### config.mk
export PLATFORM = sky130hd
export DESIGN_NAME = mips_multicycle_control
export DESIGN_NICKNAME = d
export VERILOG_FILES = /design/src/rtl/mips_multicycle_control.sv
export SDC_FILE = /design/constraint.sdc
export NUM_CORES = 1
export LEC_CHECK = 0
export ABC_CLOCK_PERIOD_IN_PS = 1900
export BUFFER_PORTS_ARGS = -buffer_cell sky130_fd_sc_hd__clkbuf_2
export CORE_AREA = 2 2 42 52
export CTS_BUF_LIST = sky130_fd_sc_hd__clkbuf_8
export DETAILED_ROUTE_END_ITERATION = 6
export DIE_AREA = 0 0 44 54
export PLACE_DENSITY = 0.61
export SETUP_SLACK_MARGIN = 0.1
export SYNTH_ARGS = -nofsm -noshare
export SYNTH_HDL_FRONTEND = slang
export SYNTH_SLANG_ARGS = --single-unit
### constraint.sdc
create_clock -name Clock -period 1.9 [get_ports Clock]
set_input_delay 0.095 -clock Clock [delete_from_list [all_inputs] [get_ports Clock]]
set_output_delay 0.095 -clock Clock [all_outputs]
set_load 0.005 [all_outputs]
### src/rtl/mips_multicycle_control.sv
// Moore control FSM for the multicycle MIPS datapath (R-type, lw, sw, beq, addi, j).
// Define MIPS_CTRL_BNE_EN to add bne (opcode 0x05) through a dedicated BNE state.
module mips_multicycle_control (
   input  logic       Clock,
   input  logic       Reset_n,
   input  logic [5:0] Opcode,
   input  logic [5:0] Funct,
   input  logic       Zero,
   output logic [3:0] ALUControl,
   output logic       ALUSrcA,
   output logic [1:0] ALUSrcB,
   output logic [1:0] PCSource,
   output logic       PCWrite,
   output logic       IorD,
   output logic       MemRead,
   output logic       MemWrite,
   output logic       IRWrite,
   output logic       RegWrite,
   output logic       RegDst,
   output logic       MemtoReg,
   output logic       Illegal,
   output logic [3:0] State
);

   typedef enum logic [3:0] {
      S_FETCH  = 4'd0,
      S_DECODE = 4'd1,
      S_MEMADR = 4'd2,
      S_MEMRD  = 4'd3,
      S_MEMWB  = 4'd4,
      S_MEMWR  = 4'd5,
      S_EXEC   = 4'd6,
      S_ALUWB  = 4'd7,
      S_BRANCH = 4'd8,
      S_ADDIEX = 4'd9,
      S_ADDIWB = 4'd10,
      S_JUMP   = 4'd11,
      S_BNE    = 4'd12
   } state_t;

   localparam logic [5:0] OP_RTYPE = 6'h00;
   localparam logic [5:0] OP_J     = 6'h02;
   localparam logic [5:0] OP_BEQ   = 6'h04;
   localparam logic [5:0] OP_BNE   = 6'h05;
   localparam logic [5:0] OP_ADDI  = 6'h08;
   localparam logic [5:0] OP_LW    = 6'h23;
   localparam logic [5:0] OP_SW    = 6'h2B;

   localparam logic [5:0] FN_ADD = 6'h20;
   localparam logic [5:0] FN_SUB = 6'h22;
   localparam logic [5:0] FN_AND = 6'h24;
   localparam logic [5:0] FN_OR  = 6'h25;
   localparam logic [5:0] FN_SLT = 6'h2A;
   localparam logic [5:0] FN_NOR = 6'h27;

   localparam logic [3:0] ALU_AND = 4'd0;
   localparam logic [3:0] ALU_OR  = 4'd1;
   localparam logic [3:0] ALU_ADD = 4'd2;
   localparam logic [3:0] ALU_SUB = 4'd6;
   localparam logic [3:0] ALU_SLT = 4'd7;
   localparam logic [3:0] ALU_NOR = 4'd12;

   state_t     state_q, state_d;
   logic       funct_legal;
   logic [3:0] funct_alu;

   // R-type function decode, shared by the DECODE legality check and EXEC.
   always_comb begin
      funct_legal = 1'b1;
      funct_alu   = ALU_ADD;
      case (Funct)
         FN_ADD:  funct_alu = ALU_ADD;
         FN_SUB:  funct_alu = ALU_SUB;
         FN_AND:  funct_alu = ALU_AND;
         FN_OR:   funct_alu = ALU_OR;
         FN_SLT:  funct_alu = ALU_SLT;
         FN_NOR:  funct_alu = ALU_NOR;
         default: funct_legal = 1'b0;
      endcase
   end

   always_ff @(posedge Clock or negedge Reset_n) begin
      if (!Reset_n) begin
         state_q <= S_FETCH;
      end else begin
         state_q <= state_d;
      end
   end

   // Next-state logic; illegal decodes fall straight back to FETCH.
   always_comb begin
      state_d = S_FETCH;
      case (state_q)
         S_FETCH:  state_d = S_DECODE;
         S_DECODE: begin
            case (Opcode)
               OP_RTYPE: state_d = funct_legal ? S_EXEC : S_FETCH;
               OP_LW,
               OP_SW:    state_d = S_MEMADR;
               OP_BEQ:   state_d = S_BRANCH;
               OP_ADDI:  state_d = S_ADDIEX;
               OP_J:     state_d = S_JUMP;
`ifdef MIPS_CTRL_BNE_EN
               OP_BNE:   state_d = S_BNE;
`endif
               default:  state_d = S_FETCH;
            endcase
         end
         S_MEMADR: state_d = (Opcode == OP_SW) ? S_MEMWR : S_MEMRD;
         S_MEMRD:  state_d = S_MEMWB;
         S_EXEC:   state_d = S_ALUWB;
         S_ADDIEX: state_d = S_ADDIWB;
         default:  state_d = S_FETCH;
      endcase
   end

   // Moore outputs; Zero and Funct only enter through BRANCH/BNE and EXEC/DECODE.
   always_comb begin
      ALUControl = ALU_ADD;
      ALUSrcA    = 1'b0;
      ALUSrcB    = 2'b00;
      PCSource   = 2'b00;
      PCWrite    = 1'b0;
      IorD       = 1'b0;
      MemRead    = 1'b0;
      MemWrite   = 1'b0;
      IRWrite    = 1'b0;
      RegWrite   = 1'b0;
      RegDst     = 1'b0;
      MemtoReg   = 1'b0;
      Illegal    = 1'b0;
      case (state_q)
         S_FETCH: begin
            MemRead = 1'b1;
            IRWrite = 1'b1;
            ALUSrcB = 2'b01;
            PCWrite = 1'b1;
         end
         S_DECODE: begin
            ALUSrcB = 2'b11;
            case (Opcode)
               OP_RTYPE: Illegal = ~funct_legal;
               OP_LW, OP_SW, OP_BEQ, OP_ADDI, OP_J: Illegal = 1'b0;
`ifdef MIPS_CTRL_BNE_EN
               OP_BNE:   Illegal = 1'b0;
`endif
               default:  Illegal = 1'b1;
            endcase
         end
         S_MEMADR, S_ADDIEX: begin
            ALUSrcA = 1'b1;
            ALUSrcB = 2'b10;
         end
         S_MEMRD: begin
            IorD    = 1'b1;
            MemRead = 1'b1;
         end
         S_MEMWB: begin
            RegWrite = 1'b1;
            MemtoReg = 1'b1;
         end
         S_MEMWR: begin
            IorD     = 1'b1;
            MemWrite = 1'b1;
         end
         S_EXEC: begin
            ALUSrcA    = 1'b1;
            ALUControl = funct_alu;
         end
         S_ALUWB: begin
            RegWrite = 1'b1;
            RegDst   = 1'b1;
         end
         S_BRANCH: begin
            ALUSrcA    = 1'b1;
            ALUControl = ALU_SUB;
            PCSource   = 2'b01;
            PCWrite    = Zero;
         end
         S_ADDIWB: RegWrite = 1'b1;
         S_JUMP: begin
            PCSource = 2'b10;
            PCWrite  = 1'b1;
         end
`ifdef MIPS_CTRL_BNE_EN
         S_BNE: begin
            ALUSrcA    = 1'b1;
            ALUControl = ALU_SUB;
            PCSource   = 2'b01;
            PCWrite    = ~Zero;
         end
`endif
         default: ;
      endcase
   end

   assign State = state_q;

endmodule

* Word level (Yosys, flattened, before mapping)
Cells that the tools add are included.
** Word-level totals
- Logic and storage cells :: 55
- Output and inout bits :: 22
- Input port bits :: 15
- Register bits :: 4
** Cells by class
- Multiplexer cells :: 20
- Equal/unequal tests :: 22
- Bitwise gates (word level) :: 1
- Reduce and logical (&&, ||, !) cells :: 11
** Operators by type and width (count)
- $eq A6 B6 Y1 const B :: 8
- $pmux W4 S5 :: 2
- $pmux W4 S6 :: 1
- $eq A4 B3 Y1 const B :: 4
- $eq A4 B4 Y1 const B :: 4
- $mux W1 :: 10
- $reduce_or A2 Y1 :: 5
- $eq A4 B2 Y1 const B :: 2
- $pmux W4 S2 :: 1
- $eq A6 B2 Y1 const B :: 1
- $eq A6 B3 Y1 const B :: 1
- $eq A6 B4 Y1 const B :: 1
- $logic_not A6 Y1 :: 1
- $mux W3 :: 2
- $pmux W2 S3 :: 1
- $reduce_or A6 Y1 :: 1
- $reduce_or A5 Y1 :: 1
- $eq A4 B1 Y1 const B :: 1
- $logic_not A4 Y1 :: 1
- $pmux W1 S2 :: 2
- $pmux W2 S2 :: 1
- $reduce_or A4 Y1 :: 1
- $reduce_or A3 Y1 :: 1
- $not A1 Y1 :: 1

* Longest topological paths before layout
Gate-level depths: netlist of run 1.
- Word-level depth :: 6
- Mapped depth :: 5
- Depth with buffers taken out :: 4

* Least setup slack after synthesis of run 1
Ideal clock, no wire load.
- Kind :: reg2out
- Start :: reg state_q[0], in the netlist State[0]
- End :: out ALUControl[2]
- Slack :: 0.705 ns
- Buffers on the path :: 0
- Stages on the path, launching flop included :: 5
- Required time :: 1.805 ns
- Arrival time :: 1.100 ns
- Cells stage by stage :: dfrtp_1 nand2b_1 nor3_1 nand2_1 o21ai_1
** On the way
- Longest elaborated chain between the ends :: 2
- Elaborated cells between the ends (all ways) :: 3
- Those cells by class :: eq/ne: 2; mux: 1
** RTL lines
- start: declaration :: RTL line 63 : state_t state_q, state_d;
- start signal: assignment :: RTL line 86 : state_q <= state_d;
- $eq A4 B4 Y1 or $eq A4 B3 Y1 (tied branches) :: RTL line 132 : case (state_q)
- $pmux W4 S2 (*) :: RTL line 132
- end: declaration :: RTL line 9 : output logic [3:0] ALUControl,
Mark *: on every way between the ends. The rest lies on a longest branch, timed or not.

* Worst setup path after layout of run 1
- Start :: reg state_q[2], in the netlist State[2]
- End :: out ALUControl[2]
Same word-level chain as after synthesis.

==> Flow_metrics.wiki, run 1 <==
{| class="wikitable"
! Metric !! Value
|-
| Status || finished, final reports clean
|-
| Post-route clock skew || 3.29 ps
|-
| Part of the total power dissipated in sequential elements || ~15%
|-
| Nets || 142
|-
| Logic pwr share || between 60 and 70%
|-
| Final number of setup-violating endpoints || 0
|-
| CORE AREA || just under 2000 µm²
|-
| 1st-iter DRT viols || 10
|-
| Max reg flops || 4
|-
| Effective utilization at floorplan || around 32%
|-
| Sum of overflow across all layers after global routing || 0
|-
| DRC violation count after routing || 0
|-
| Synthesized cell area || 621 µm²
|-
| Number of storage elements in the synthesis netlist || 4
|-
| H-tree Lvls || 1
|-
| Number of placement rows || 18
|-
| Unique masters post-synth || 39
|-
| Static power due to leakage || ~0.43 nW
|-
| Buf+Inv Stages, Crit Path || 1
|-
| Worst relative slew slack || between 70 and 80%
|-
| Area occupied by multi-input gates || 465 µm²
|-
| Total clock buffers created by CTS || 3
|-
| Fraction of final layout cells sized beyond drive strength 1 || between 30 and 40%
|-
| RSZ-0062 raised after global routing || no
|-
| Most numerous cell in the Yosys netlist || sky130_fd_sc_hd__nor2_1
|-
| Antenna-violating nets left || 0
|-
| Maximum achievable frequency || 636 MHz
|-
| Vertical die dimension || around 54 µm
|-
| Share of total power consumed by net switching || 40.9%
|-
| Full die area || between 2000 and 2500 µm²
|-
| CTS sink cnt || 4
|-
| Largest stage delay on the critical path || 420 ps
|-
| Slew at the pin closest to its max-slew limit || 328 ps
|-
| Arrival time at the worst endpoint || 1480 ps
|-
| Leading post-synthesis cells by cell area || sky130_fd_sc_hd__dfrtp_1 16%, sky130_fd_sc_hd__nor2_1 6.7%, sky130_fd_sc_hd__a21oi_1 5.6%
|-
| Register cell area after layout || 100 µm²
|-
| Number of ports placed on the die boundary || 37
|-
| Library cell contributing the largest single delay on the critical path || sky130_fd_sc_hd__dfrtp_1
|-
| Detailed-route via count || 784
|-
| Number of buffer cells added on primary ports || 36
|-
| Final critical-path required period || 1570 ps
|-
| Reg-to-Reg Start || State[3]$_DFF_PN0_
|-
| Share of the yosys chip area belonging to registers || 16.1%
|-
| Type of destination of the critical path || output pin
|-
| Max-slew violation count || 0
|-
| Final setup TNS || 0 ps
|-
| Number of search-and-repair iterations in the first detailed-routing pass || 4
|-
| Total number of cells along the worst setup path || 5
|-
| Number of antenna violations at the first check in global routing || 0
|-
| Placer congestion estimate || 0.790
|-
| Worst setup path startpoint || State[2]$_DFF_PN0_
|-
| Number of setup buffers added after CTS || 0
|-
| Clock input transition at the sequential cells of the worst setup and hold paths || around 30 ps
|-
| Timing endpoint of the critical path || ALUControl[2]
|-
| Die W || 44 µm
|-
| Number of warnings printed during yosys synthesis || 0
|-
| Nature of the critical path startpoint || flop
|-
| Min-delay worst type || in2async
|-
| Fillers || 210
|-
| Worst-path maximum fanout || 6
|-
| Syn Inst Count || a little under 90
|-
| Capture instance of the worst register-to-register path || State[1]$_DFF_PN0_
|-
| Fraction of registers with async set or reset after synthesis || 100%
|-
| Critical Setup Path Class || reg2out
|-
| Main synth FF type || sky130_fd_sc_hd__dfrtp_1
|-
| Number of enable flip-flop cells after synthesis || 0
|-
| Layout-stage area growth over the synthesis result || 40.9%
|-
| First-pass GRT wire length || 2.77 mm
|-
| Vias in the first global route || 643
|-
| Register-to-register path setup slack || 660 ps
|-
| Path depth of the worst reg2reg path || 4
|-
| P_int || 0.471 mW
|-
| Switching power total || 0.326 mW
|-
| ANT cells || 0
|-
| Worst-skew pair later-pin latency || 220 ps
|-
| Power density of the placed cells || 911 nW/µm²
|-
| Required time at the endpoint of the critical path || 1800 ps
|-
| Share of the clock period used by the worst path || between 80% and 90%
|-
| Synthesized area per cell || 7.13 µm²
|-
| GRT Util Overall || 15.3%
|-
| Post-Syn Nets || 102
|-
| Post-DR vias/cell || 5.41
|-
| CTS Hold Buffers Added || 1
|-
| Portion of total power attributed to the clock network || 22.4%
|-
| Placed wire-length estimate || 1.36 mm
|-
| Max capacitance violation total || 0
|-
| Routed wire length || 1.68 mm
|-
| Cell Chain, Critical Path || nand2b_1 > nor3_1 > nand2_1 > o21ai_1 > clkbuf_2
|-
| Cell type contributing the most total cell area after synthesis || sky130_fd_sc_hd__dfrtp_1
|-
| Root Buffer || sky130_fd_sc_hd__clkbuf_8
|-
| Number of cells upsized or downsized after cts || 0
|-
| Final hold viol count || 0
|-
| Worst IR drop on VDD || 0.000396 V
|-
| Pin count of the biggest net entering global routing || 15
|-
| Synth cell count leaders || 11 x sky130_fd_sc_hd__nor2_1, 7 x sky130_fd_sc_hd__a21oi_1, 6 x sky130_fd_sc_hd__inv_1, 5 x sky130_fd_sc_hd__nand2_1
|-
| Cell type group with the largest total delay on the critical path || simple AND/OR/NAND/NOR gates
|-
| Power, Total || 0.797 mW
|-
| TritonCTS clock tree || built
|-
| Share of the synthesized area in the top cell type || 16.1%
|-
| Largest buffer count on any clock path || 2
|-
| Wire length per cell after detailed routing || around 12 µm
|}
==> kinds of logic (layout without fill, tap and decap cells) <==
group                     Yosys count  count (layout)  share of synthesized area (%)
muxes                               3               3                           5.04
xor gates and xnor gates            3               3                           4.23
DFF                                 4               4                           16.1
buffers and inverters              12              50                           8.87
and+or+nand+nor                    40              40                           36.3
AOI/OAI and AO/OA                  25              25                           29.4
==> layout make-up <==
type                       count  area share (%)
clock buffer                   3            4.72
inverter                       6            2.58
multi-input combinational     71            53.2
sequential                     4            11.4
tap                           20            2.86
timing repair buffer          41            25.2
==> power groups by stage <==
| stage | sequential, mW | combinational (mW) | clock, mW |
|---|---|---|---|
| global placement | 0.124 | 0.495 | 0 |
| floorplan | 0.132 | 0.286 | 0 |
| detailed placement | 0.124 | 0.495 | 0 |
| finish | 0.123 | 0.495 | 0.179 |
| CTS | 0.123 | 0.498 | 0.181 |
| global route | 0.126 | 0.551 | 0.187 |
==> through the flow <==
stage / cell area (µm²) / util (%) / hold WS (ps) / setup WS, ps / instances
finish: 875 / 45.2 / 223 / 328 / 145
global route: 875 / 45.2 / 241 / 135 / 145
CTS: 875 / 45.2 / 215 / 318 / 145
detailed placement: 823 / 42.5 / -98.6 / 522 / 141
global placement: 823 / 42.5 / -99.8 / 533 / 141
floorplan: 621 / - / -201 / 705 / 87
==> routing by layer <==
layer / track usage, % / up-vias / wire length [µm]
met2: 26.0 / 31 / 848
met5: 0 / - / 0
met3: 2.01 / 2 / 93
met1: 19.3 / 355 / 723
met4: 6.06 / 0 / 17
li1: - / 396 / -
==> layout by cell type, fill, tap and decap left out, drive strengths merged, types with 3 or more instances in the layout <==
cell type,n
a21oi,7
o21ai,4
nand2b,4
buf,4
dfrtp,4
nand2,5
nor4,3
inv,6
clkbuf,39
nor2,11
and3,3
nor3,4
==> worst reg2reg max path, cell delays in order (launching register included) <==
cell	delay [ps]
sky130_fd_sc_hd__dfrtp_1	360
sky130_fd_sc_hd__buf_4	180
sky130_fd_sc_hd__nor2_1	190
sky130_fd_sc_hd__o2111ai_1	150
sky130_fd_sc_hd__o221ai_1	250
==> worst min-delay path by stage <==
stage / startpoint / end
6_report: Reset_n / State[2]$_DFF_PN0_
4_1_cts: Reset_n / State[2]$_DFF_PN0_
3_5_place_dp: Reset_n / State[1]$_DFF_PN0_
2_1_floorplan: Reset_n / State[0]$_DFF_PN0_
3_3_place_gp: Reset_n / State[0]$_DFF_PN0_
5_1_grt: Reset_n / State[1]$_DFF_PN0_
No activity file was read; power rests on OpenSTA's default activity.
==> inputs of run 2 (changes only) <==
--- a/config.mk
+++ b/config.mk
@@ -5,13 +5,13 @@
 export SDC_FILE = /design/constraint.sdc
 export NUM_CORES = 1
 export LEC_CHECK = 0
-export ABC_CLOCK_PERIOD_IN_PS = 1900
+export ABC_CLOCK_PERIOD_IN_PS = 1390
 export BUFFER_PORTS_ARGS = -buffer_cell sky130_fd_sc_hd__clkbuf_2
 export CORE_AREA = 2 2 42 52
 export CTS_BUF_LIST = sky130_fd_sc_hd__clkbuf_8
 export DETAILED_ROUTE_END_ITERATION = 6
 export DIE_AREA = 0 0 44 54
-export PLACE_DENSITY = 0.61
+export PLACE_DENSITY = 0.63
 export SETUP_SLACK_MARGIN = 0.1
 export SYNTH_ARGS = -nofsm -noshare
 export SYNTH_HDL_FRONTEND = slang
==> constraint.sdc (replaced) <==
create_clock -name Clock -period 1.39 [get_ports Clock]
set_input_delay 0.0695 -clock Clock [delete_from_list [all_inputs] [get_ports Clock]]
set_output_delay 0.0695 -clock Clock [all_outputs]
set_load 0.005 [all_outputs]
==> Flow_metrics.wiki, run 2 (synthesized netlist as in run 1, its figures left out) <==
{| class="wikitable"
! Metric !! Value
|-
| Placed wire-length estimate || 1.44 mm (was 1.36 mm)
|-
| Arrival time at the worst endpoint || 1310 ps (was 1480 ps)
|-
| Max capacitance violation total || 0 (unchanged)
|-
| P_int || 0.790 mW (was 0.471 mW)
|-
| Static power due to leakage || 0.523 nW (was 0.435 nW)
|-
| CTS sink cnt || 4 (unchanged)
|-
| GR Util met3 || 3.36% (was 2.01%)
|-
| Register-to-register path setup slack || 130 ps (was 660 ps)
|-
| Max-slew violation count || 0 (unchanged)
|-
| Share of the clock period used by the worst path || between 90% and 100%
|-
| Post-DR vias/cell || 5.37 (was 5.41)
|-
| RSZ-0062 raised after global routing || yes (was no)
|-
| Met1 GRT Util || 20.2% (was 19.3%)
|-
| Detailed-route via count || 832 (was 784)
|-
| Critical Setup Path Class || reg2out (unchanged)
|-
| Grt peak-use layer || met2 (unchanged)
|-
| Sum of overflow across all layers after global routing || 0 (unchanged)
|-
| DRC violation count after routing || 0 (unchanged)
|-
| TritonCTS clock tree || built (unchanged)
|-
| Final number of setup-violating endpoints || 0 (unchanged)
|-
| Root Buffer || sky130_fd_sc_hd__clkbuf_8 (unchanged)
|-
| Power density of the placed cells || 1250 nW/µm² (was 911 nW/µm²)
|-
| Vias in the first global route || 712 (was 643)
|-
| Final critical-path required period || 1380 ps
|-
| Total clock buffers created by CTS || 3 (unchanged)
|-
| ANT cells || 0 (unchanged)
|-
| Vertical die dimension || 54 µm (unchanged)
|-
| Routed wire length || 2.11 mm (was 1.68 mm)
|-
| Largest buffer count on any clock path || 2 (unchanged)
|-
| Portion of total power attributed to the clock network || 18.2% (was 22.4%)
|-
| Number of ports placed on the die boundary || 37 (unchanged)
|-
| Post-route clock skew || 2.62 ps (was 3.29 ps)
|-
| First-pass GRT wire length || 3.08 mm (was 2.77 mm)
|-
| Cell type group with the largest total delay on the critical path || simple AND/OR/NAND/NOR gates (unchanged)
|-
| Library cell contributing the largest single delay on the critical path || sky130_fd_sc_hd__dfrtp_1 (unchanged)
|-
| GRT Util Overall || 17.6% (was 15.3%)
|-
| Logic pwr share || 69.0% (was 62.1%)
|-
| Power, Total || 1.36 mW (was 0.797 mW)
|-
| Min-delay worst type || in2async (unchanged)
|-
| Type of destination of the critical path || output pin (unchanged)
|-
| Part of the total power dissipated in sequential elements || 12.9% (was 15.4%)
|-
| Worst IR drop on VDD || 0.000751 V (was 0.000396 V)
|-
| Number of buffer cells added on primary ports || 36 (unchanged)
|-
| Number of search-and-repair iterations in the first detailed-routing pass || 4 (unchanged)
|-
| Layout-stage area growth over the synthesis result || 75.0% (was 40.9%)
|-
| Placer congestion estimate || 0.789 (was 0.790)
|-
| Slew at the pin closest to its max-slew limit || 327 ps (was 328 ps)
|-
| Worst-path maximum fanout || 3 (was 6)
|-
| Path depth of the worst reg2reg path || 4 (unchanged)
|-
| Clock input transition at the sequential cells of the worst setup and hold paths || 30 ps (about the same)
|-
| Antenna-violating nets left || 0 (unchanged)
|-
| Post-Route Utilization || 56.1% (was 45.2%)
|-
| 1st-iter DRT viols || 25 (was 10)
|-
| Capture instance of the worst register-to-register path || State[1]$_DFF_PN0_ (unchanged)
|-
| Worst relative slew slack || 78.1% (was 78.0%)
|-
| Number of antenna violations at the first check in global routing || 0 (unchanged)
|-
| Die W || 44 µm (unchanged)
|-
| Maximum achievable frequency || 726 MHz
|-
| Max reg flops || 4 (unchanged)
|-
| Most frequent standard cell in the layout excluding fill and tap cells || sky130_fd_sc_hd__clkbuf_2 (unchanged)
|-
| Nature of the critical path startpoint || flop (unchanged)
|-
| Full die area || 2380 µm² (unchanged)
|-
| Largest stage delay on the critical path || 370 ps (was 420 ps)
|-
| Fraction of final layout cells sized beyond drive strength 1 || 54.8% (was 37.6%)
|-
| Most used cells in the layout excluding fill and tap cells || 30 x sky130_fd_sc_hd__clkbuf_2, 9 x sky130_fd_sc_hd__nor2_1, 7 x sky130_fd_sc_hd__a21oi_1, 7 x sky130_fd_sc_hd__buf_4 (was 36 x sky130_fd_sc_hd__clkbuf_2, 11 x sky130_fd_sc_hd__nor2_1, 7 x sky130_fd_sc_hd__a21oi_1)
|-
| Worst-skew pair later-pin latency || 220 ps (about the same)
|-
| Buf+Inv Stages, Crit Path || 1 (unchanged)
|-
| Status || finished, final reports clean (unchanged)
|-
| Nets || 152 (was 142)
|-
| Effective utilization at floorplan || 32.0% (unchanged)
|-
| Wire length per cell after detailed routing || 13.6 µm (was 11.6 µm)
|-
| Share of total power consumed by net switching || 41.9% (was 40.9%)
|-
| Required time at the endpoint of the critical path || 1320 ps (was 1800 ps)
|-
| H-tree Lvls || 1 (unchanged)
|-
| Switching power total || 0.571 mW (was 0.326 mW)
|-
| Reg-to-Reg Start || State[1]$_DFF_PN0_ (was State[3]$_DFF_PN0_)
|-
| Met2 usage || 30.1% (was 26.0%)
|-
| Pin count of the biggest net entering global routing || 15 (unchanged)
|-
| Final hold viol count || 0 (unchanged)
|-
| Cell Chain, Critical Path || nand2b_4 > nor3_4 > nand2_1 > o21ai_1 > buf_2 (was nand2b_1 > nor3_1 > nand2_1 > o21ai_1 > clkbuf_2)
|-
| CORE AREA || 1940 µm² (unchanged)
|-
| Number of placement rows || 18 (unchanged)
|}
[run 2: cell count changes in the layout (fill, tap and decap cells not counted), moves of 3 or more]
cell                       delta
sky130_fd_sc_hd__clkbuf_2     -6
sky130_fd_sc_hd__buf_4        +3
sky130_fd_sc_hd__buf_2        +6
sky130_fd_sc_hd__buf_6        +6
sky130_fd_sc_hd__inv_1        -3
[run 2: worst max path at each step]
stage                            start            end  slack (ps)  cells past startpoint
finish              State[0]$_DFF_PN0_  ALUControl[2]          10                      5
floorplan           State[0]$_DFF_PN0_  ALUControl[2]         220                      4
global route        State[0]$_DFF_PN0_  ALUControl[2]         -90                      5
global placement              Funct[0]        Illegal         110                      6
detailed placement  State[0]$_DFF_PN0_  ALUControl[2]          50                      5
CTS                 State[3]$_DFF_PN0_  ALUControl[2]          10                      5
[run 2: final cells by class]
class	instances	area, µm²
Fill cell	191	851
Multi-Input combinational cell	71	564
Timing Repair Buffer	51	325
Sequential cell	4	103
Clock buffer	3	41.3
Inverter	6	27.5
Tap cell	20	25.0
[run 2: routing by layer]
metal  part of all wire [%]  wire length [µm]
met1                     38               809
met2                     55              1160
met3                    5.8               123
met4                   0.47                10
met5                      0                 0
[run 2: stage by stage]
| step | cell area (µm²) | setup WS, ps | instances | hold slack (ps) | setup TNS [ps] |
|---|---|---|---|---|---|
| finish | 1090 | 11.8 | 155 | 190 | 0 |
| global route | 1090 | -87.6 | 155 | 219 | -239 |
| CTS | 976 | 12.9 | 151 | 189 | 0 |
| detailed placement | 853 | 54.7 | 145 | -122 | 0 |
| global placement | 853 | 106 | 145 | -123 | 0 |
| floorplan | 621 | 221 | 87 | -226 | 0 |
[run 2: worst register-to-register path: stages (launching register included)]
cell and delay [ps]:
sky130_fd_sc_hd__dfrtp_2 440, sky130_fd_sc_hd__buf_6 140, sky130_fd_sc_hd__and2b_1 200, sky130_fd_sc_hd__o2111ai_1 100
sky130_fd_sc_hd__o221ai_1 260
[run 2: what timing repair did]
item	in CTS	in global routing
resized for setup	14	26
pin swaps	6	6
setup buffers	2	4
endpoints found under the hold margin	4	0
hold buffers	1	0
setup endpoints to repair	15	16
[run 2: power groups by stage]
stage	sequential, mW	clock (mW)	combinational, mW
global route	0.181	0.265	1.02
finish	0.175	0.248	0.938
CTS	0.166	0.248	0.809
detailed placement	0.162	0	0.713
global placement	0.161	0	0.703
floorplan	0.181	0	0.390
